[src/rtl/reg_inject_arbiter_if.sv]
// Bundles the score-hit handshake, the CPU write request and the register-file
// write port shared between the game logic, the processor and the arbiter.
interface reg_inject_arbiter_if;
    logic        hit_valid;
    logic [2:0]  hit_amount;
    logic        hit_ready;
    logic        cpu_we;
    logic [4:0]  cpu_rd;
    logic [31:0] cpu_data;
    logic        rf_we;
    logic [4:0]  rf_rd;
    logic [31:0] rf_data;

    modport master (
        output hit_valid, hit_amount, cpu_we, cpu_rd, cpu_data,
        input  hit_ready, rf_we, rf_rd, rf_data
    );

    modport slave (
        input  hit_valid, hit_amount, cpu_we, cpu_rd, cpu_data,
        output hit_ready, rf_we, rf_rd, rf_data
    );
endinterface

[src/rtl/reg_inject_arbiter.sv]
// Accumulates score hits and injects the total into register DEST_REG by stealing
// idle CPU write slots; software acknowledges by writing zero to that register.
module reg_inject_arbiter #(
    parameter int unsigned DEST_REG = 30,
    parameter int unsigned CNT_W    = 8
) (
    input  logic                 clk,
    input  logic                 reset,
    reg_inject_arbiter_if.slave  bus,
    output logic [CNT_W-1:0]     pending,
    output logic                 busy
);

    typedef enum logic [1:0] {
        ST_IDLE = 2'd0,
        ST_ARM  = 2'd1,
        ST_HOLD = 2'd2
    } state_t;

    localparam logic [4:0]       DEST_RD     = 5'(DEST_REG);
    // Highest pending value that can still absorb a full increment of 7.
    localparam logic [CNT_W-1:0] READY_LIMIT = {CNT_W{1'b1}} - CNT_W'(7);

    state_t             state_r;
    state_t             state_s;
    logic [CNT_W-1:0]   pending_r;
    logic [CNT_W-1:0]   pending_s;
    logic               busy_r;
    logic               hit_ready_r;
    logic               steal_s;
    logic               hit_fire_s;
    logic               ack_s;
    logic [CNT_W-1:0]   hit_ext_s;

    assign hit_fire_s = bus.hit_valid & hit_ready_r;
    assign hit_ext_s  = {{(CNT_W-3){1'b0}}, bus.hit_amount};
    // Only a cycle with no CPU write may be stolen, so CPU traffic is never delayed.
    assign steal_s    = (state_r == ST_ARM) & ~bus.cpu_we;
    assign ack_s      = bus.cpu_we & (bus.cpu_rd == DEST_RD) & (bus.cpu_data == 32'd0);

    // Next-state logic for the injection round.
    always_comb begin
        state_s = state_r;
        case (state_r)
            ST_IDLE: begin
                if (pending_r != {CNT_W{1'b0}}) state_s = ST_ARM;
                else                            state_s = ST_IDLE;
            end
            ST_ARM: begin
                if (bus.cpu_we) state_s = ST_ARM;
                else            state_s = ST_HOLD;
            end
            ST_HOLD: begin
                if (ack_s) state_s = ST_IDLE;
                else       state_s = ST_HOLD;
            end
            default: state_s = ST_IDLE;
        endcase
    end

    // Next pending value; a hit landing on the steal cycle seeds the new total.
    always_comb begin
        pending_s = pending_r;
        if (steal_s) begin
            if (hit_fire_s) pending_s = hit_ext_s;
            else            pending_s = {CNT_W{1'b0}};
        end else if (hit_fire_s) begin
            pending_s = pending_r + hit_ext_s;
        end else begin
            pending_s = pending_r;
        end
    end

    // Register-file write mux: CPU pass-through unless this cycle is stolen.
    always_comb begin
        bus.rf_we   = bus.cpu_we;
        bus.rf_rd   = bus.cpu_rd;
        bus.rf_data = bus.cpu_data;
        if (steal_s) begin
            bus.rf_we   = 1'b1;
            bus.rf_rd   = DEST_RD;
            bus.rf_data = {{(32-CNT_W){1'b0}}, pending_r};
        end else begin
            bus.rf_we   = bus.cpu_we;
            bus.rf_rd   = bus.cpu_rd;
            bus.rf_data = bus.cpu_data;
        end
    end

    // State, accumulator and registered status flags.
    always_ff @(posedge clk or negedge reset) begin
        if (!reset) begin
            state_r     <= ST_IDLE;
            pending_r   <= {CNT_W{1'b0}};
            busy_r      <= 1'b0;
            hit_ready_r <= 1'b1;
        end else begin
            state_r     <= state_s;
            pending_r   <= pending_s;
            busy_r      <= (state_s != ST_IDLE);
            hit_ready_r <= (pending_s <= READY_LIMIT);
        end
    end

    assign pending       = pending_r;
    assign busy          = busy_r;
    assign bus.hit_ready = hit_ready_r;

endmodule

[src/flat_wrapper.sv]
// flat-port wrapper written by rule: the top's interface ports become plain ports
module reg_inject_arbiter_flat 
#(
    parameter int unsigned DEST_REG = 30,
    parameter int unsigned CNT_W    = 8
)
  (clk, reset, pending, busy, bus_hit_valid, bus_hit_amount, bus_cpu_we, bus_cpu_rd, bus_cpu_data, bus_hit_ready, bus_rf_we, bus_rf_rd, bus_rf_data);
  reg_inject_arbiter_if bus_i ();
  input  logic clk;
  input  logic reset;
  output logic [CNT_W-1:0] pending;
  output logic busy;
  input wire logic [$bits(bus_i.hit_valid)-1:0] bus_hit_valid;
  input wire logic [$bits(bus_i.hit_amount)-1:0] bus_hit_amount;
  input wire logic [$bits(bus_i.cpu_we)-1:0] bus_cpu_we;
  input wire logic [$bits(bus_i.cpu_rd)-1:0] bus_cpu_rd;
  input wire logic [$bits(bus_i.cpu_data)-1:0] bus_cpu_data;
  output wire logic [$bits(bus_i.hit_ready)-1:0] bus_hit_ready;
  output wire logic [$bits(bus_i.rf_we)-1:0] bus_rf_we;
  output wire logic [$bits(bus_i.rf_rd)-1:0] bus_rf_rd;
  output wire logic [$bits(bus_i.rf_data)-1:0] bus_rf_data;
  assign bus_i.hit_valid = bus_hit_valid;
  assign bus_i.hit_amount = bus_hit_amount;
  assign bus_i.cpu_we = bus_cpu_we;
  assign bus_i.cpu_rd = bus_cpu_rd;
  assign bus_i.cpu_data = bus_cpu_data;
  assign bus_hit_ready = bus_i.hit_ready;
  assign bus_rf_we = bus_i.rf_we;
  assign bus_rf_rd = bus_i.rf_rd;
  assign bus_rf_data = bus_i.rf_data;
  reg_inject_arbiter #(.DEST_REG(DEST_REG), .CNT_W(CNT_W)) u_core (.clk(clk), .reset(reset), .bus(bus_i), .pending(pending), .busy(busy));
endmodule
[config.mk]
export PLATFORM = sky130hd
export DESIGN_NAME = reg_inject_arbiter_flat
export DESIGN_NICKNAME = d
export VERILOG_FILES = /design/src/rtl/reg_inject_arbiter_if.sv /design/src/rtl/reg_inject_arbiter.sv /design/src/flat_wrapper.sv
export SDC_FILE = /design/constraint.sdc
export NUM_CORES = 1
export LEC_CHECK = 0
export CAP_MARGIN = 20
export CORE_MARGIN = 1
export CORE_UTILIZATION = 32
export DETAILED_ROUTE_END_ITERATION = 7
export PLACE_DENSITY = 0.87
export SYNTH_ARGS = -nofsm -noshare
export SYNTH_HDL_FRONTEND = slang
export SYNTH_SLANG_ARGS = --single-unit
[constraint.sdc]
create_clock -name clk -period 1.78 [get_ports clk]
set_input_delay 0.267 -clock clk [delete_from_list [all_inputs] [get_ports clk]]
set_output_delay 0.267 -clock clk [all_outputs]
set_load 0.005 [all_outputs]
==> results of run 1 <==
-- cell families (layout without fill, tap and decap cells) --
family	Yosys count	in the layout
AOI/OAI and AO/OA	11	11
muxes	4	4
and+or+nand+nor	95	95
xor gates and xnor gates	4	4
buffers and inverters	9	131
DFF	12	12
adders and majority gates	4	4
-- stage by stage --
stage	setup TNS, ns	cell area, um2	util (%)
after floorplan	0	1090	-
after global placement	-15.06	2190	69.5
after detailed placement	-15.44	2190	69.5
after CTS	-3.40	2350	74.6
after global routing	-5.54	2480	78.8
final	-4.04	2480	78.8
-- cell usage after synthesis --
library cell,count
nand2b_1,5
a221oi_1,2
buf_6,3
fa_1,1
nand3_2,1
dfstp_2,1
nand2_1,29
or2_1,1
xor2_1,1
a211oi_1,1
o21ai_0,4
nor2_1,6
and3_2,1
a21o_2,1
mux2i_1,4
and2_1,25
buf_2,1
nand3_1,2
nand4_1,5
xnor2_1,3
a21oi_1,2
or4_1,1
clkbuf_1,3
nor3_2,1
or3b_1,1
dfrtp_1,11
inv_1,2
nor4b_1,2
o32a_2,1
and4b_1,1
nor4_1,8
ha_1,3
nor3_1,4
nand4b_1,1
or3_1,1
-- metal layers --
| layer | wire (um) | vias up | GRT usage (%) |
|---|---|---|---|
| met5 | 0 | - | 0 |
| met3 | 243 | 9 | 2.56 |
| met2 | 2650 | 66 | 46.0 |
| li1 | - | 731 | - |
| met1 | 2160 | 747 | 36.0 |
| met4 | 78 | 0 | 8.64 |
-- flip-flops by register name (all words and copies together) (netlist names) --
| signal | cells |
|---|---|
| u_core.state_r | 2 |
| u_core.busy | 1 |
| u_core.bus.hit_ready | 1 |
| u_core.pending | 8 |
-- worst max-delay path, stage by stage, from the launching register on --
cell     delay (ns)
dfrtp_1        0.39
or3b_4         0.45
buf_12         0.15
buf_8          0.12
buf_6          0.11
and2_4         0.13
buf_6          0.11
-- path summary, 6_finish.rpt --
kind / slack, ns / start / end / cells after the start
setup / recovery: -0.24 / u_core.state_r[1] / bus_rf_data[17] / 6
hold / removal: 0.34 / reset / u_core.pending[2] / 1
setup reg to reg: -0.03 / u_core.pending[0] / u_core.bus.hit_ready / 6
hold reg to reg: 0.58 / u_core.state_r[1] / u_core.state_r[0] / 2
max in group asynchronous: 1.06 / reset / u_core.bus.hit_ready / 1
min in group clk: 0.58 / u_core.state_r[1] / u_core.state_r[0] / 2
-- timing repair --
item | in CTS | in global routing
setup endpoints to repair | 40 | 41
setup buffers | 9 | 2
gates resized for setup | 199 | 31
gates cloned | 3 | 0
pin swaps | 37 | 7
-- area by class of cell --
cell class / count / area (um2)
Sequential cell: 12 / 302
Inverter: 2 / 7.51
Timing Repair Buffer: 125 / 1180
Clock buffer: 4 / 26.3
Fill cell: 205 / 668
Tap cell: 44 / 55.1
Multi-Input combinational cell: 118 / 918
-- power groups by stage --
stage | Sequential, mW | Clock (mW) | Combinational (mW)
CTS | 0.435 | 0.182 | 1.85
detailed placement | 0.439 | 0 | 1.55
global route | 0.445 | 0.200 | 2.18
global placement | 0.437 | 0 | 1.52
floorplan | 0.470 | 0 | 0.617
finish | 0.440 | 0.189 | 2.06
==> key figures, run 1 <==
Detailed routing
  – DR WL/cell: 16.8 um
  – Initial drt markers: 79
  – WL final: 5140 um
  – Drc violations: 0
  – TritonRoute pass-1 iters: 4
  – Post-route antenna net violation count: 0
  – Routed vias/inst: 5.09
  – Via count: ~1600

Power
  – Psw: a little over 1 mW
  – Internal power: 1.65 mW
  – Leakage: 1.13 nW
  – Peak VDD IR: 0.467 mV
  – Pwr Total: 2.68 mW
  – Clk pwr share: 7.0%
  – Pwr Density: roughly 1100 mW/mm2
  – Register share of total power: between 10% and 20%
  – Switching share of power: 38.6%
  – Combinational power share: 76.6%

Setup path
  – WP data arrival: 1.75 ns
  – Req. time, crit path: 1.51 ns
  – Setup CP Type: reg -> out
  – Crit start category: register
  – Crit-path max FO: 7
  – Crit path capture type: output port

Clocking
  – CTS Buf Count: 3
  – Clk buf depth: 2
  – Num Clock Sinks: 12
  – CTS root buffer: clkbuf_4
  – Skew-Pair Late Insertion Delay: 0.29 ns
  – CTS tree: built
  – H-tree depth: 1
  – Hold Buf Count CTS: 0
  – Clk pin slew, worst setup/hold paths: around 0.09 ns

Final layout
  – Non-filler instance count after layout: slightly above 300
  – Fin nets: 310
  – N_diodes: 0
  – Highest-count cells in the layout ignoring fill and taps: 52 x clkdlybuf4s50_1, 24 x buf_4, 22 x buf_6
  – Layout area overhead: 128%
  – Layout cell share with drive strength beyond 1: between 40% and 50%
  – Commonest non-fill, non-tap cell in the layout: clkdlybuf4s50_1

Logic synthesis
  – Mux share of post-synthesis cell area: approximately 3.7%
  – Syn nets: 187
  – Mean Syn Cell Area: just under 8 um2
  – Post-synthesis simple-gate area fraction: 48.0%
  – Post-synthesis cell count: 139
  – Synth warnings: 0
  – #FFs+latches synth: 12
  – Synth top area share: ~25%
  – Netlist cell types: 35
  – Mapped Area: 0.00109 mm2
  – Top cells by area, synth: dfrtp_1 25%, and2_1 14%, nand2_1 10%
  – Cell taking the most area after synthesis: dfrtp_1
  – Main combinational cell family by area after synthesis: simple AND/OR/NAND/NOR gates
  – Synth Area in XOR/XNOR: 3.21%
  – Synth Area in Compound Gates: 6.89%
  – Synth Area in Adders: 5.28%
  – Sequential area share after synthesis: 27.7%

GRT
  – Antenna violations before repair: 0
  – Largest net degree at the start of global routing: 13
  – First-pass GRT wire length: 7330 um
  – Number of global-route vias before repair: 1565
  – GRT overflow: 0
  – Tot GR Track Use: between 20% and 30%

STA
  – Fin crit share: 113%
  – Fmax: 496 MHz
  – # setup viols final: 35
  – Hold WS: 0.336 ns
  – Slew Limit Fails: 0
  – RSZ-0062 raised after global routing: true
  – Setup slack after layout: -0.236 ns
  – Final hold violations: 0
  – Final worst path period need: 2.02 ns
  – Clk_skew: 0.0109 ns
  – Worst Tran Pin Value: 0.564 ns
  – Worst slew margin: between 60 and 70%

Floorplan
  – Core Area: 0.00315 mm2
  – Area of the die: 0.00364 mm2
  – I/O Pins: 92
  – Die X: 60.4 um
  – Die Ht: 60.4 um
  – Starting density of the core: between 30% and 40%
  – FP Rows: 20

Status
  – Failing checks: negative setup slack
  – Status: finished with violations

Placement
  – Gpl congestion: 0.823
  – Dpl ws: -0.405 ns
  – Post-DP HPWL: 3340 um
  – PortBufs: 91
  – Placed Cells: 290

Flow run
  – Max Cap Viol: 0

Worst hold path
  – Hold crit path type: in -> async
No activity file was read; power rests on OpenSTA's default activity.
==> inputs of run 2 (changes only) <==
Settings changed: CORE_MARGIN 1 to 4.
==> key figures, run 2 (same netlist as run 1, synthesis figures left out) <==
Status
  – Status: finished with violations
  – Failing checks: negative setup slack

Detailed routing
  – TritonRoute pass-1 iters: 4
  – Initial drt markers: 65
  – Via count: 1581
  – Highest Signal Layer: met4
  – WL final: 5810 um
  – Met3 wire length: between 300 and 400 um
  – Routed vias/inst: 5.22
  – Drc violations: 0
  – DR WL/cell: 19.2 um
  – Post-route antenna net violation count: 0
  – WL met1: 2200 um
  – Met2 routed WL: roughly 3100 um

Flow run
  – Max Cap Viol: 0

GRT
  – Antenna violations before repair: 0
  – First-pass GRT wire length: 8600 um
  – Tot GR Track Use: 26.0%
  – Number of global-route vias before repair: 1675
  – GRT overflow: 0
  – Largest net degree at the start of global routing: 13

Worst hold path
  – Hold crit path type: in -> async

Final layout
  – N_diodes: 0
  – Fin nets: 308
  – Layout cell share with drive strength beyond 1: 47.9%
  – Commonest non-fill, non-tap cell in the layout: clkdlybuf4s50_1
  – Final design utilization: 80.6%
  – Layout area overhead: 133%
  – Highest-count cells in the layout ignoring fill and taps: 51 x clkdlybuf4s50_1, 29 x buf_6, 25 x and2_4
  – Max reg flops: 8
  – Non-filler instance count after layout: 303

Setup path
  – Reg2reg path depth: 6
  – Crit-path max FO: 5
  – CP Cell Sequence: or3b_4 > buf_8 > buf_16 > and2_4 > buf_6
  – Reg2Reg Setup Slack: -0.01 ns
  – Max incr delay on CP: 0.45 ns
  – WP data arrival: 1.69 ns
  – Reg-to-Reg Start: u_core.pending[0]
  – Crit path capture type: output port
  – Req. time, crit path: 1.51 ns
  – Setup CP Type: reg -> out
  – R2r endpoint: u_core.bus.hit_ready
  – Slowest stage cell, crit path: or3b_4
  – Crit start category: register

Clocking
  – CTS tree: built
  – Skew-Pair Late Insertion Delay: 0.29 ns
  – CTS root buffer: clkbuf_4
  – Num Clock Sinks: 12
  – Clk pin slew, worst setup/hold paths: ~0.090 ns
  – Clk buf depth: 2
  – Hold Buf Count CTS: 0
  – H-tree depth: 1
  – CTS Buf Count: 3

Power
  – Leakage: approximately 1.2 nW
  – Peak VDD IR: 0.504 mV
  – Pwr Density: 1090 mW/mm2
  – Pwr Total: approximately 2.8 mW

STA
  – Fin crit share: 110%
  – Fmax: 510 MHz
  – # setup viols final: 39
  – Hold WS: 0.332 ns
  – Slew Limit Fails: 0
  – Setup slack after layout: -0.182 ns
  – Final worst path period need: 1.96 ns
  – Worst Tran Pin Value: roughly 0.56 ns
  – RSZ-0062 raised after global routing: true
  – Worst slew margin: 62.8%
  – Clk_skew: between 0.006 and 0.007 ns
  – Final hold violations: 0

Floorplan
  – Die X: roughly 66 um
  – Starting density of the core: 34.6%
  – Die Ht: around 66 um
  – Core Area: 0.00315 mm2
  – I/O Pins: 92
  – FP Rows: 20
  – Area of the die: about 0.0044 mm2

Placement
  – Dpl ws: -0.403 ns
  – PortBufs: 91
  – Post-DP HPWL: between 3000 and 4000 um
  – Gpl congestion: 0.887
  – Placed Cells: 290
run 2: changes by cell type in the layout (fill, tap and decap cells not counted), moves of 2 or more:
cell and delta:
nand2b_4 -2, and2_1 -11, nand2_4 -2, buf_2 -10, and2_4 +11, nand2b_1 +2, buf_6 +7
run 2: power by group:
group	internal [mW]	switching (mW)
Sequential	0.363	0.0905
Clock	0.0872	0.106
Combinational	1.26	0.878
run 2: final cells by class:
| class | instances | area (um2) |
|---|---|---|
| Timing Repair Buffer | 123 | 1230 |
| Tap cell | 44 | 55.1 |
| Multi-Input combinational cell | 118 | 915 |
| Fill cell | 194 | 613 |
| Clock buffer | 4 | 26.3 |
| Sequential cell | 12 | 302 |
| Inverter | 2 | 7.51 |
run 2: critical path, delay by kind of cell (launching register included):
family | cells | cell delay (ns)
flip-flops | 1 | 0.41
buffers and inverters | 3 | 0.41
AND/OR/NAND/NOR | 2 | 0.59
run 2: worst max-delay path by stage:
| stage | from | endpoint | slack [ns] | depth (start not counted) |
|---|---|---|---|---|
| after floorplan | u_core.pending[0] | u_core.bus.hit_ready | 0.12 | 6 |
| after global placement | bus_cpu_we | bus_rf_data[19] | -0.37 | 5 |
| after detailed placement | bus_hit_amount[0] | u_core.bus.hit_ready | -0.40 | 7 |
| after CTS | u_core.state_r[1] | bus_rf_data[14] | -0.13 | 5 |
| after global routing | u_core.state_r[1] | bus_rf_data[27] | -0.22 | 5 |
| final | u_core.state_r[1] | bus_rf_data[27] | -0.18 | 5 |
run 2: per-stage QoR:
step,TNS (ns),instance area (um2)
detailed placement,-15.73,2190
CTS,-3.60,2350
global route,-6.15,2540
global placement,-14.60,2190
floorplan,0,1090
finish,-4.51,2540
run 2: layer usage:
metal | vias up | track usage, %
li1 | 733 | -
met1 | 765 | 31.1
met2 | 66 | 46.8
met3 | 17 | 2.72
met4 | 0 | 10.7
met5 | - | 0
run 2: timing repair:
item / CTS / global route
setup endpoints to repair: 40 / 40
setup buffers: 5 / 2
pin swaps: 31 / 7
gates resized for setup: 195 / 44
hold endpoints to repair: 0 / 0
cloned: 4 / 0
